$ cat src/rtl/fpu_uart_pkg.sv
// Shared definitions for the UART command receiver feeding the FPU control FSM.
// Contents: frame length and byte-index constants, byte-receiver state
// encoding, and the bf16 operand layout.
package fpu_uart_pkg;

    localparam int FRAME_BYTES = 5;
    localparam int IDX_W       = $clog2(FRAME_BYTES);

    typedef logic [IDX_W-1:0] byte_idx_t;

    localparam byte_idx_t IDX_OP  = 3'd0;
    localparam byte_idx_t IDX_AHI = 3'd1;
    localparam byte_idx_t IDX_ALO = 3'd2;
    localparam byte_idx_t IDX_BHI = 3'd3;
    localparam byte_idx_t IDX_BLO = 3'd4;

    typedef enum logic [2:0] {
        RX_IDLE,
        RX_START,
        RX_DATA,
        RX_STOP,
        RX_WAIT_HIGH
    } rx_state_e;

    typedef struct packed {
        logic       sign;
        logic [7:0] exp;
        logic [6:0] man;
    } bf16_t;

endpackage

$ cat src/rtl/uart_rx_byte.sv
// 8N1 UART byte receiver: 2-flop synchroniser plus byte FSM.
// Ports:
//   clk, rst_l   system clock, synchronous active-low reset
//   rx_serial    asynchronous UART line, idle high
//   byte_data    last received byte (valid with byte_valid)
//   byte_valid   one-cycle pulse when a byte with a good stop bit arrives
//   stop_err     one-cycle pulse when the stop bit samples low
//   rx_idle      FSM is in IDLE (used by the frame timeout)
//
// state        | meaning
// RX_IDLE      | line idle, waiting for a falling edge on rx_s
// RX_START     | half a bit into the start bit, confirm it is still low
// RX_DATA      | sampling 8 data bits mid-bit, LSB first
// RX_STOP      | sampling the stop bit
// RX_WAIT_HIGH | stop bit was low, wait for the line to return high
module uart_rx_byte
    import fpu_uart_pkg::*;
#(
    parameter int CLKS_PER_BIT = 434
) (
    input  logic       clk,
    input  logic       rst_l,
    input  logic       rx_serial,
    output logic [7:0] byte_data,
    output logic       byte_valid,
    output logic       stop_err,
    output logic       rx_idle
);

    localparam int             CW        = $clog2(CLKS_PER_BIT);
    localparam logic [CW-1:0]  BIT_LOAD  = CW'(CLKS_PER_BIT - 1);
    localparam logic [CW-1:0]  HALF_LOAD = CW'(CLKS_PER_BIT / 2 - 1);

    logic          sync_1;
    logic          rx_s;
    rx_state_e     state;
    logic [CW-1:0] cnt;
    logic [2:0]    bit_idx;
    logic [7:0]    shreg;

    assign byte_data = shreg;
    assign rx_idle   = (state == RX_IDLE);

    always_ff @(posedge clk) begin
        if (!rst_l) begin
            sync_1     <= 1'b1;
            rx_s       <= 1'b1;
            state      <= RX_IDLE;
            cnt        <= '0;
            bit_idx    <= '0;
            shreg      <= '0;
            byte_valid <= 1'b0;
            stop_err   <= 1'b0;
        end else begin
            sync_1     <= rx_serial;
            rx_s       <= sync_1;
            byte_valid <= 1'b0;
            stop_err   <= 1'b0;
            case (state)
                RX_IDLE: begin
                    if (!rx_s) begin
                        state <= RX_START;
                        cnt   <= HALF_LOAD;
                    end
                end
                RX_START: begin
                    if (cnt == '0) begin
                        if (!rx_s) begin
                            state   <= RX_DATA;
                            cnt     <= BIT_LOAD;
                            bit_idx <= '0;
                        end else begin
                            // too short to be a start bit
                            state <= RX_IDLE;
                        end
                    end else begin
                        cnt <= cnt - 1'b1;
                    end
                end
                RX_DATA: begin
                    if (cnt == '0) begin
                        shreg <= {rx_s, shreg[7:1]};
                        cnt   <= BIT_LOAD;
                        if (bit_idx == 3'd7) begin
                            state <= RX_STOP;
                        end else begin
                            bit_idx <= bit_idx + 1'b1;
                        end
                    end else begin
                        cnt <= cnt - 1'b1;
                    end
                end
                RX_STOP: begin
                    if (cnt == '0) begin
                        if (rx_s) begin
                            byte_valid <= 1'b1;
                            state      <= RX_IDLE;
                        end else begin
                            stop_err <= 1'b1;
                            state    <= RX_WAIT_HIGH;
                        end
                    end else begin
                        cnt <= cnt - 1'b1;
                    end
                end
                RX_WAIT_HIGH: begin
                    if (rx_s) begin
                        state <= RX_IDLE;
                    end
                end
                default: state <= RX_IDLE;
            endcase
        end
    end

endmodule

$ cat src/rtl/uart_fpu_cmd_rx.sv
// UART command front end for the FPU FSM. Assembles 5-byte frames
// (opcode, A bf16 MSB first, B bf16 MSB first) and holds each on a
// single-entry valid/ready port.
// Ports:
//   clk, rst_l    system clock, synchronous active-low reset
//   r_Rx_Serial   asynchronous UART line, idle high
//   cmd_ready     consumer accepts the held command
//   cmd_valid     complete command held
//   cmd_op/a/b    opcode and bf16 operands
//   frame_err     one-cycle pulse on bad stop bit or inter-byte timeout
//   overrun       one-cycle pulse when a frame completes while one is held
module uart_fpu_cmd_rx
    import fpu_uart_pkg::*;
#(
    parameter int CLKS_PER_BIT = 434,
    parameter int TIMEOUT_CLKS = 16 * CLKS_PER_BIT * 10
) (
    input  logic        clk,
    input  logic        rst_l,
    input  logic        r_Rx_Serial,
    input  logic        cmd_ready,
    output logic        cmd_valid,
    output logic [7:0]  cmd_op,
    output logic [15:0] cmd_a,
    output logic [15:0] cmd_b,
    output logic        frame_err,
    output logic        overrun
);

    localparam int            TW       = $clog2(TIMEOUT_CLKS + 1);
    localparam logic [TW-1:0] TMO_LOAD = TW'(TIMEOUT_CLKS - 1);

    logic [7:0]    byte_data;
    logic          byte_valid;
    logic          stop_err;
    logic          rx_idle;

    byte_idx_t     idx;
    logic [7:0]    sh_op;
    bf16_t         sh_a;
    logic [7:0]    sh_bhi;
    logic [TW-1:0] tmo_cnt;
    logic          tmo_run;
    logic          tmo_fire;
    logic          can_load;

    uart_rx_byte #(
        .CLKS_PER_BIT(CLKS_PER_BIT)
    ) u_rx (
        .clk        (clk),
        .rst_l      (rst_l),
        .rx_serial  (r_Rx_Serial),
        .byte_data  (byte_data),
        .byte_valid (byte_valid),
        .stop_err   (stop_err),
        .rx_idle    (rx_idle)
    );

    // Timer only runs in the gap between bytes of a partially received frame.
    assign tmo_run  = rx_idle && (idx != IDX_OP);
    assign tmo_fire = tmo_run && (tmo_cnt == '0) && !byte_valid;
    assign can_load = !cmd_valid || cmd_ready;

    always_ff @(posedge clk) begin
        if (!rst_l) begin
            idx       <= IDX_OP;
            sh_op     <= '0;
            sh_a      <= '0;
            sh_bhi    <= '0;
            tmo_cnt   <= TMO_LOAD;
            cmd_valid <= 1'b0;
            cmd_op    <= '0;
            cmd_a     <= '0;
            cmd_b     <= '0;
            frame_err <= 1'b0;
            overrun   <= 1'b0;
        end else begin
            frame_err <= stop_err || tmo_fire;
            overrun   <= 1'b0;

            if (cmd_valid && cmd_ready) begin
                cmd_valid <= 1'b0;
            end

            if (byte_valid || !tmo_run) begin
                tmo_cnt <= TMO_LOAD;
            end else if (tmo_cnt != '0) begin
                tmo_cnt <= tmo_cnt - 1'b1;
            end

            if (stop_err || tmo_fire) begin
                idx <= IDX_OP;
            end else if (byte_valid) begin
                case (idx)
                    IDX_OP:  sh_op      <= byte_data;
                    IDX_AHI: sh_a[15:8] <= byte_data;
                    IDX_ALO: sh_a[7:0]  <= byte_data;
                    IDX_BHI: sh_bhi     <= byte_data;
                    IDX_BLO: begin
                        // a load in the same cycle as an accept keeps cmd_valid high
                        if (can_load) begin
                            cmd_valid <= 1'b1;
                            cmd_op    <= sh_op;
                            cmd_a     <= sh_a;
                            cmd_b     <= {sh_bhi, byte_data};
                        end else begin
                            overrun <= 1'b1;
                        end
                    end
                    default: ;
                endcase
                idx <= (idx >= IDX_BLO) ? IDX_OP : idx + 1'b1;
            end
        end
    end

endmodule

$ cat config.mk
export PLATFORM = sky130hd
export DESIGN_NAME = uart_fpu_cmd_rx
export DESIGN_NICKNAME = d
export VERILOG_FILES = /design/src/rtl/fpu_uart_pkg.sv /design/src/rtl/uart_rx_byte.sv /design/src/rtl/uart_fpu_cmd_rx.sv
export SDC_FILE = /design/constraint.sdc
export NUM_CORES = 1
export LEC_CHECK = 0
export ABC_AREA = 1
export CAP_MARGIN = 20
export CORE_UTILIZATION = 62
export DETAILED_ROUTE_END_ITERATION = 12
export GPL_ROUTABILITY_DRIVEN = 0
export PLACE_DENSITY_LB_ADDON = 0.1
export SYNTH_ARGS = -nofsm -noshare
export SYNTH_HDL_FRONTEND = slang
export SYNTH_SLANG_ARGS = --single-unit
$ cat constraint.sdc
create_clock -name clk -period 4.3 [get_ports clk]
set_input_delay 1.29 -clock clk [delete_from_list [all_inputs] [get_ports clk]]
set_output_delay 1.29 -clock clk [all_outputs]
set_load 0.01 [all_outputs]
==> metrics.md, run 1 <==
| Metric | Value |
|---|---|
| Critical Path, Cell by Cell | clkdlybuf4s50_1 |
| Nets@finish | 895 |
| Failing checks | design-rule violations |
| Post-synth top area cell | dfxtp_1 |
| Setup-failing EPs final | 0 |
| Post-synth top flop | dfxtp_1 |
| CTS Buf Count | 17 |
| Fillcell total | 668 |
| Seq cells post-synth | 122 |
| H-tree Lvls | 4 |
| Total Wirelength | 12000 microns |
| Fin. Hold Viols | 0 |
| Syn Area/Cell | 6.75 sq um |
| Tightest Pin Transition | 0.780 ns |
| Largest family of logic cells by synthesized area | simple AND/OR/NAND/NOR gates |
| Root buf cell | clkbuf_8 |
| Final clock skew | 0.00638 ns |
| Max Cap Viol | 0 |
| Via count | 5154 |
| Area occupied by multi-input gates | 0.00247 sq mm |
| DRC viols | 4 |
| Worst Path Required | 3.01 ns |
| Outcome | complete, but fails checks |
| Global-route wire length before repair | 21000 microns |
| CP Class | reg2out |
| Pin count of the biggest net entering global routing | 62 |
| Slowest cell on the critical path | clkdlybuf4s50_1 |
| Core ar. | 0.00881 sq mm |
| Yosys warnings | 0 |
| R2r worst-path depth | 12 |
| CP startpoint kind | flop |
| GRT Util Overall | 0.269 |
| Hold Startpoint | u_rx.sync_1 |
| Clk_lat worst skew | 0.52 ns |
| # hold bufs at CTS | 0 |
| Worst Hold Endpoint | u_rx.rx_s |
| Port Buf Inserts | 46 |
| Vias in the first global route | 4942 |
| RSZ-0062 raised after global routing | no |
| Postcts setup bufs | 0 |
| R2r endpoint | cmd_a[0] |
| Asr flop ratio synth | 0 |
| DR iter-0 viols | 322 |
| Mux cell area share after synthesis | 0 |
| Io pins | 47 |
| Crit share post-route | 0.630 |
| Buf/Inv on CP | 1 |
| Slowest stage delay, CP | 0.55 ns |
| Mapped Cells | 845 |
| Max Buffers Root-to-Sink | 2 |
| Register area | 0.00244 sq mm |
| Post-route ant nets | 0 |
| Crit end category | primary output |
| Delay-heaviest family, CP | buffers and inverters |
| Adder-cell area share of the yosys netlist | 0.0219 |
| Worst vdd ir | 0.000354 V |
| Post-route setup slack | 1.59 ns |
| Synth top area share | 0.428 |
| Relative slew slack | 0.479 |
| Arrival time of the worst setup path | 1.42 ns |
| Clk sinks | 122 |
| Syn Nets | 859 |
| Height of the die | 97.9 microns |
| Post-CTS Resized | 0 |
| Place WS | 1.22 ns |
| Drt first pass iters | 9 |
| Pwr/cell area | 463 mW/mm^2 |
| Vias/cell | 5.14 |
| Slew Viols, Final | 0 |
| Reg clk slew, reported paths | 0.06 ns |
| Xor and xnor area share after synthesis | 0.0200 |
| Drt wl/cell | 11.9 microns |
| Minimum hold slack | 0.410 ns |
| Final Critical Period | 2.71 ns |
| Simple-gate area share of the yosys netlist | 0.309 |
| Initial antenna violation count | 0 |
| Share of cells above drive strength 1 | 0.0761 |
| Hold Path Stages | 1 |
| Mapped Area | 0.00570 sq mm |
| Total grt overflow | 0 |
| FMAX | 369 MHz |
| Die width | 97.9 microns |
| Number of distinct library cells after synthesis | 28 |
| Row count | 34 |
| CTS tree | done |
| Leak Pwr | 2.93 nW |
| Sequential fraction of the synthesis area | 0.428 |
| CP max FO | 2 |
| Die Footprint | 0.00958 sq mm |
| Largest cells by area after synthesis | dfxtp_1, nand2_1, inv_1, nor2_1, nand4_1 |
| Post-synth EDFFs | 0 |
| HP Class | reg2reg |
| Final setup TNS | 0 ns |
| Reg-to-reg startpoint | tmo_cnt[0] |
| Layout area overhead | 18.6% |
| HPWL Detailed | 7660 microns |
| Post-synthesis compound-gate area fraction | 0.0829 |
| # diodes | 0 |
| Starting Density | 0.647 |
| Reg-to-reg slack, setup | 1.74 ns |
[metrics by stage]
stage          instances   util  total power, mW  area (sq um)
2_1_floorplan        845      -             1.64          5700
3_3_place_gp         970  0.700             1.71          6170
3_5_place_dp         970  0.700             1.73          6170
4_1_cts             1002  0.768             3.13          6760
5_1_grt             1002  0.768             3.28          6760
6_report            1002  0.768             3.13          6760
[synthesized netlist by cell type, drive strengths merged (5+ instances only)]
| master | number |
|---|---|
| nand3 | 22 |
| xnor2 | 6 |
| inv | 169 |
| dfxtp | 122 |
| o21ai | 43 |
| nor3 | 5 |
| buf | 19 |
| xor2 | 7 |
| nand2 | 198 |
| a21oi | 50 |
| ha | 10 |
| nor2 | 126 |
| nand4 | 47 |
| clkbuf | 13 |
[how the worst max path moves through the flow]
stage                     cells after the start         to       start
after CTS                                     1   cmd_b[7]    cmd_b[7]
after global routing                         12   cmd_a[1]  tmo_cnt[0]
after floorplan                               6   cmd_a[0]   cmd_ready
final                                         1   cmd_b[7]    cmd_b[7]
after global placement                        7  cmd_a[10]   cmd_ready
after detailed placement                      7   cmd_b[6]   cmd_ready
[area by class of cell]
class                   count  area share
multi-input cells         521       0.366
flip-flops and latches    122       0.361
inverters                 170      0.0944
repair buffers             49      0.0707
clock buffers              20      0.0659
clock inverters            12      0.0218
well taps                 108      0.0200
[report_power, final]
part           internal [mW]  switching, mW  leakage (nW)
combinational          0.165          0.331          1.66
sequential              1.18         0.0445         0.985
clock                  0.908          0.503         0.279
total                   2.25          0.879          2.93
[layer usage]
metal	GRT usage	up-vias	share of wire	wire (microns)
met2	0.475	134	0.49	5920
met4	0.132	0	0.021	246
met3	0.0573	28	0.047	558
met5	0	-	0	0
li1	-	2661	-	-
met1	0.308	2331	0.44	5250
[sequential cells by signal (all words and copies together), names as in the netlist]
register / cells
idx: 3
sh_op: 8
cmd_valid: 1
u_rx.byte_data: 8
cmd_a: 16
cmd_b: 16
sh_bhi: 8
cmd_op: 8
u_rx.bit_idx: 3
u_rx.cnt: 9
overrun: 1
u_rx.byte_valid: 1
sh_a: 16
u_rx.sync_1: 1
u_rx.rx_s: 1
frame_err: 1
u_rx.stop_err: 1
tmo_cnt: 17
u_rx.state: 3
[cell usage in the layout (no fill, tap or decap), drive strengths merged]
cell type / Yosys / final
xnor2: 6 / 6
clkbuf: 13 / 20
nand3: 22 / 22
bufinv: 0 / 3
clkdlybuf4s50: 0 / 45
ha: 10 / 10
o21ai: 43 / 43
nand3b: 2 / 2
nand4: 47 / 47
clkinv: 1 / 5
nor3: 5 / 5
nor4: 2 / 2
or2: 2 / 2
nand2: 198 / 198
buf: 19 / 4
o211ai: 1 / 1
dfxtp: 122 / 122
inv: 169 / 169
xor2: 7 / 7
clkinvlp: 0 / 5
nor2: 126 / 126
a21oi: 50 / 50
[cells by family (layout without fill, tap and decap cells)]
group	Yosys count	in the layout
AND/OR/NAND/NOR	404	404
adder cells (fa/ha/maj)	10	10
flip-flops	122	122
AO/OA/AOI/OAI	94	94
buffers and inverters	202	251
XOR/XNOR	13	13
Note: power is estimated with default switching activity, not from simulation.
==> inputs of run 2 (changes only) <==
- CORE_UTILIZATION: 62 -> 58
- clock period: 4.3 -> 2.8 ns (I/O delays scaled with it)
==> metrics.md, run 2 (synthesis results as in run 1) <==
| Metric | Value |
|---|---|
| Root buf cell | clkbuf_8 (unchanged) |
| Relative slew slack | 0.601 (was 0.479) |
| Port Buf Inserts | 46 (unchanged) |
| Core ar. | 0.00937 sq mm (was 0.00881 sq mm) |
| Slew Viols, Final | 0 (unchanged) |
| FMAX | 441 MHz |
| Pin count of the biggest net entering global routing | 87 (was 62) |
| Starting Density | 0.608 (was 0.647) |
| Max Cap Viol | 0 (unchanged) |
| Vias/cell | 5.05 (was 5.14) |
| Slowest stage delay, CP | 0.55 ns (about the same) |
| Clk sinks | 122 (unchanged) |
| Io pins | 47 (unchanged) |
| # diodes | 0 (unchanged) |
| Max Buffers Root-to-Sink | 2 (unchanged) |
| Postcts setup bufs | 0 (unchanged) |
| Largest register by flop count | tmo_cnt (unchanged) |
| HPWL Detailed | 7930 microns (was 7660 microns) |
| Crit share post-route | 0.809 |
| Worst vdd ir | 0.000521 V (was 0.000354 V) |
| Final setup TNS | 0 ns (unchanged) |
| Max FFs per register | 17 (unchanged) |
| CTS Buf Count | 17 (unchanged) |
| Final Critical Period | 2.27 ns |
| Leak Pwr | 2.94 nW (was 2.93 nW) |
| Most common cell after layout, fill and taps aside | nand2_1 (unchanged) |
| GRT Util Overall | 0.261 (was 0.269) |
| DR iter-0 viols | 265 (was 322) |
| Post-CTS Resized | 0 (unchanged) |
| Worst Path Required | 1.96 ns (was 3.01 ns) |
| Finished Layout Cells | 1024 (was 1002) |
| Initial antenna violation count | 0 (unchanged) |
| Slowest cell on the critical path | clkdlybuf4s50_1 (unchanged) |
| # hold bufs at CTS | 0 (unchanged) |
| Global-route wire length before repair | 21200 microns (was 21000 microns) |
| Buf/Inv on CP | 1 (unchanged) |
| Die width | 101 microns (was 97.9 microns) |
| Share of cells above drive strength 1 | 0.0749 (was 0.0761) |
| Drt wl/cell | 11.9 microns (about the same) |
| Layout area overhead | 19.0% (was 18.6%) |
| Nets@finish | 897 (was 895) |
| Height of the die | 101 microns (was 97.9 microns) |
| Crit end category | primary output (unchanged) |
| Outcome | completed (was complete, but fails checks) |
| Total grt overflow | 0 (unchanged) |
| Via count | 5175 (was 5154) |
| Arrival time of the worst setup path | 1.43 ns (was 1.42 ns) |
| Reg clk slew, reported paths | 0.06 ns (about the same) |
| Die Footprint | 0.0102 sq mm (was 0.00958 sq mm) |
| Vias in the first global route | 4978 (was 4942) |
| Critical Path, Cell by Cell | clkdlybuf4s50_1 (unchanged) |
| CP Class | reg2out (unchanged) |
| Tightest Pin Transition | 0.597 ns (was 0.780 ns) |
| Setup-failing EPs final | 0 (unchanged) |
| Clk_lat worst skew | 0.52 ns (about the same) |
| Delay-heaviest family, CP | buffers and inverters (unchanged) |
| CP max FO | 2 (unchanged) |
| H-tree Lvls | 4 (unchanged) |
| Placed Cells | 993 (was 970) |
| Total Wirelength | 12200 microns (was 12000 microns) |
| HP Class | reg2reg (unchanged) |
| CP startpoint kind | flop (unchanged) |
| Place WS | 0.293 ns (was 1.22 ns) |
| DRC viols | 0 (was 4) |
| Final clock skew | 0.00760 ns (was 0.00638 ns) |
| Drt first pass iters | 6 (was 9) |
| Most frequent cells in the layout | nand2_1, inv_1, dfxtp_1, nor2_1, a21oi_1 (unchanged) |
| RSZ-0062 raised after global routing | no (unchanged) |
| Post-route ant nets | 0 (unchanged) |
| Post-route setup slack | 0.534 ns (was 1.59 ns) |
| CTS tree | done (unchanged) |
| Fin. Hold Viols | 0 (unchanged) |
| Row count | 35 (was 34) |
| Pwr/cell area | 692 mW/mm^2 (was 463 mW/mm^2) |
[run 2: cell count changes in the layout (fill, tap and decap cells not counted), sizes merged]
cell,change
clkinvlp,-4
buf,+2
clkbuf,+2
clkinv,+2
bufinv,-1
[run 2: cell type report]
| class | count | area [sq um] |
|---|---|---|
| flip-flops and latches | 122 | 2440 |
| multi-input cells | 521 | 2470 |
| clock buffers | 22 | 453 |
| inverters | 170 | 638 |
| clock inverters | 9 | 97.6 |
| well taps | 129 | 161 |
| fillers | 831 | 2590 |
| repair buffers | 51 | 518 |
[run 2: routing by layer]
layer  vias up  wire length (microns)  GRT usage
met5         -                      0          0
met4         0                    280      0.119
met3        29                    536     0.0538
met2       144                   5920      0.464
met1      2333                   5420      0.301
li1       2669                      -          -
[run 2: worst register-to-register path: stages (launching register included)]
cell and delay (ns):
dfxtp_1 0.33, inv_1 0.13, ha_1 0.16, inv_1 0.05, nor2_1 0.11, nand2_1 0.06, nor2_1 0.18, nand3_2 0.14
nand3_2 0.34, buf_12 0.21, nand2_1 0.07, inv_1 0.06, nor2_1 0.04
[run 2: path summary, 6_finish.rpt]
kind | startpoint | endpoint | cells after the start | slack [ns]
max | cmd_b[2] | cmd_b[2] | 1 | 0.53
min | u_rx.sync_1 | u_rx.rx_s | 1 | 0.42
min reg2reg | u_rx.sync_1 | u_rx.rx_s | 1 | 0.42
max reg2reg | tmo_cnt[0] | cmd_a[15] | 12 | 0.81
[run 2: power by group]
part           switching (mW)  internal [mW]
clock                   0.742           1.30
combinational           0.515          0.254
sequential             0.0723           1.81
total                    1.33           3.36
[run 2: metrics by stage]
stage          cell area (sq um)  power (mW)  utilization  hold WS (ns)
5_1_grt                     6780        4.92        0.724         0.447
3_3_place_gp                6230        2.62        0.665         0.401
3_5_place_dp                6230        2.67        0.665         0.411
2_1_floorplan               5700        2.52            -         0.393
4_1_cts                     6780        4.70        0.724         0.421
6_report                    6780        4.69        0.724         0.416
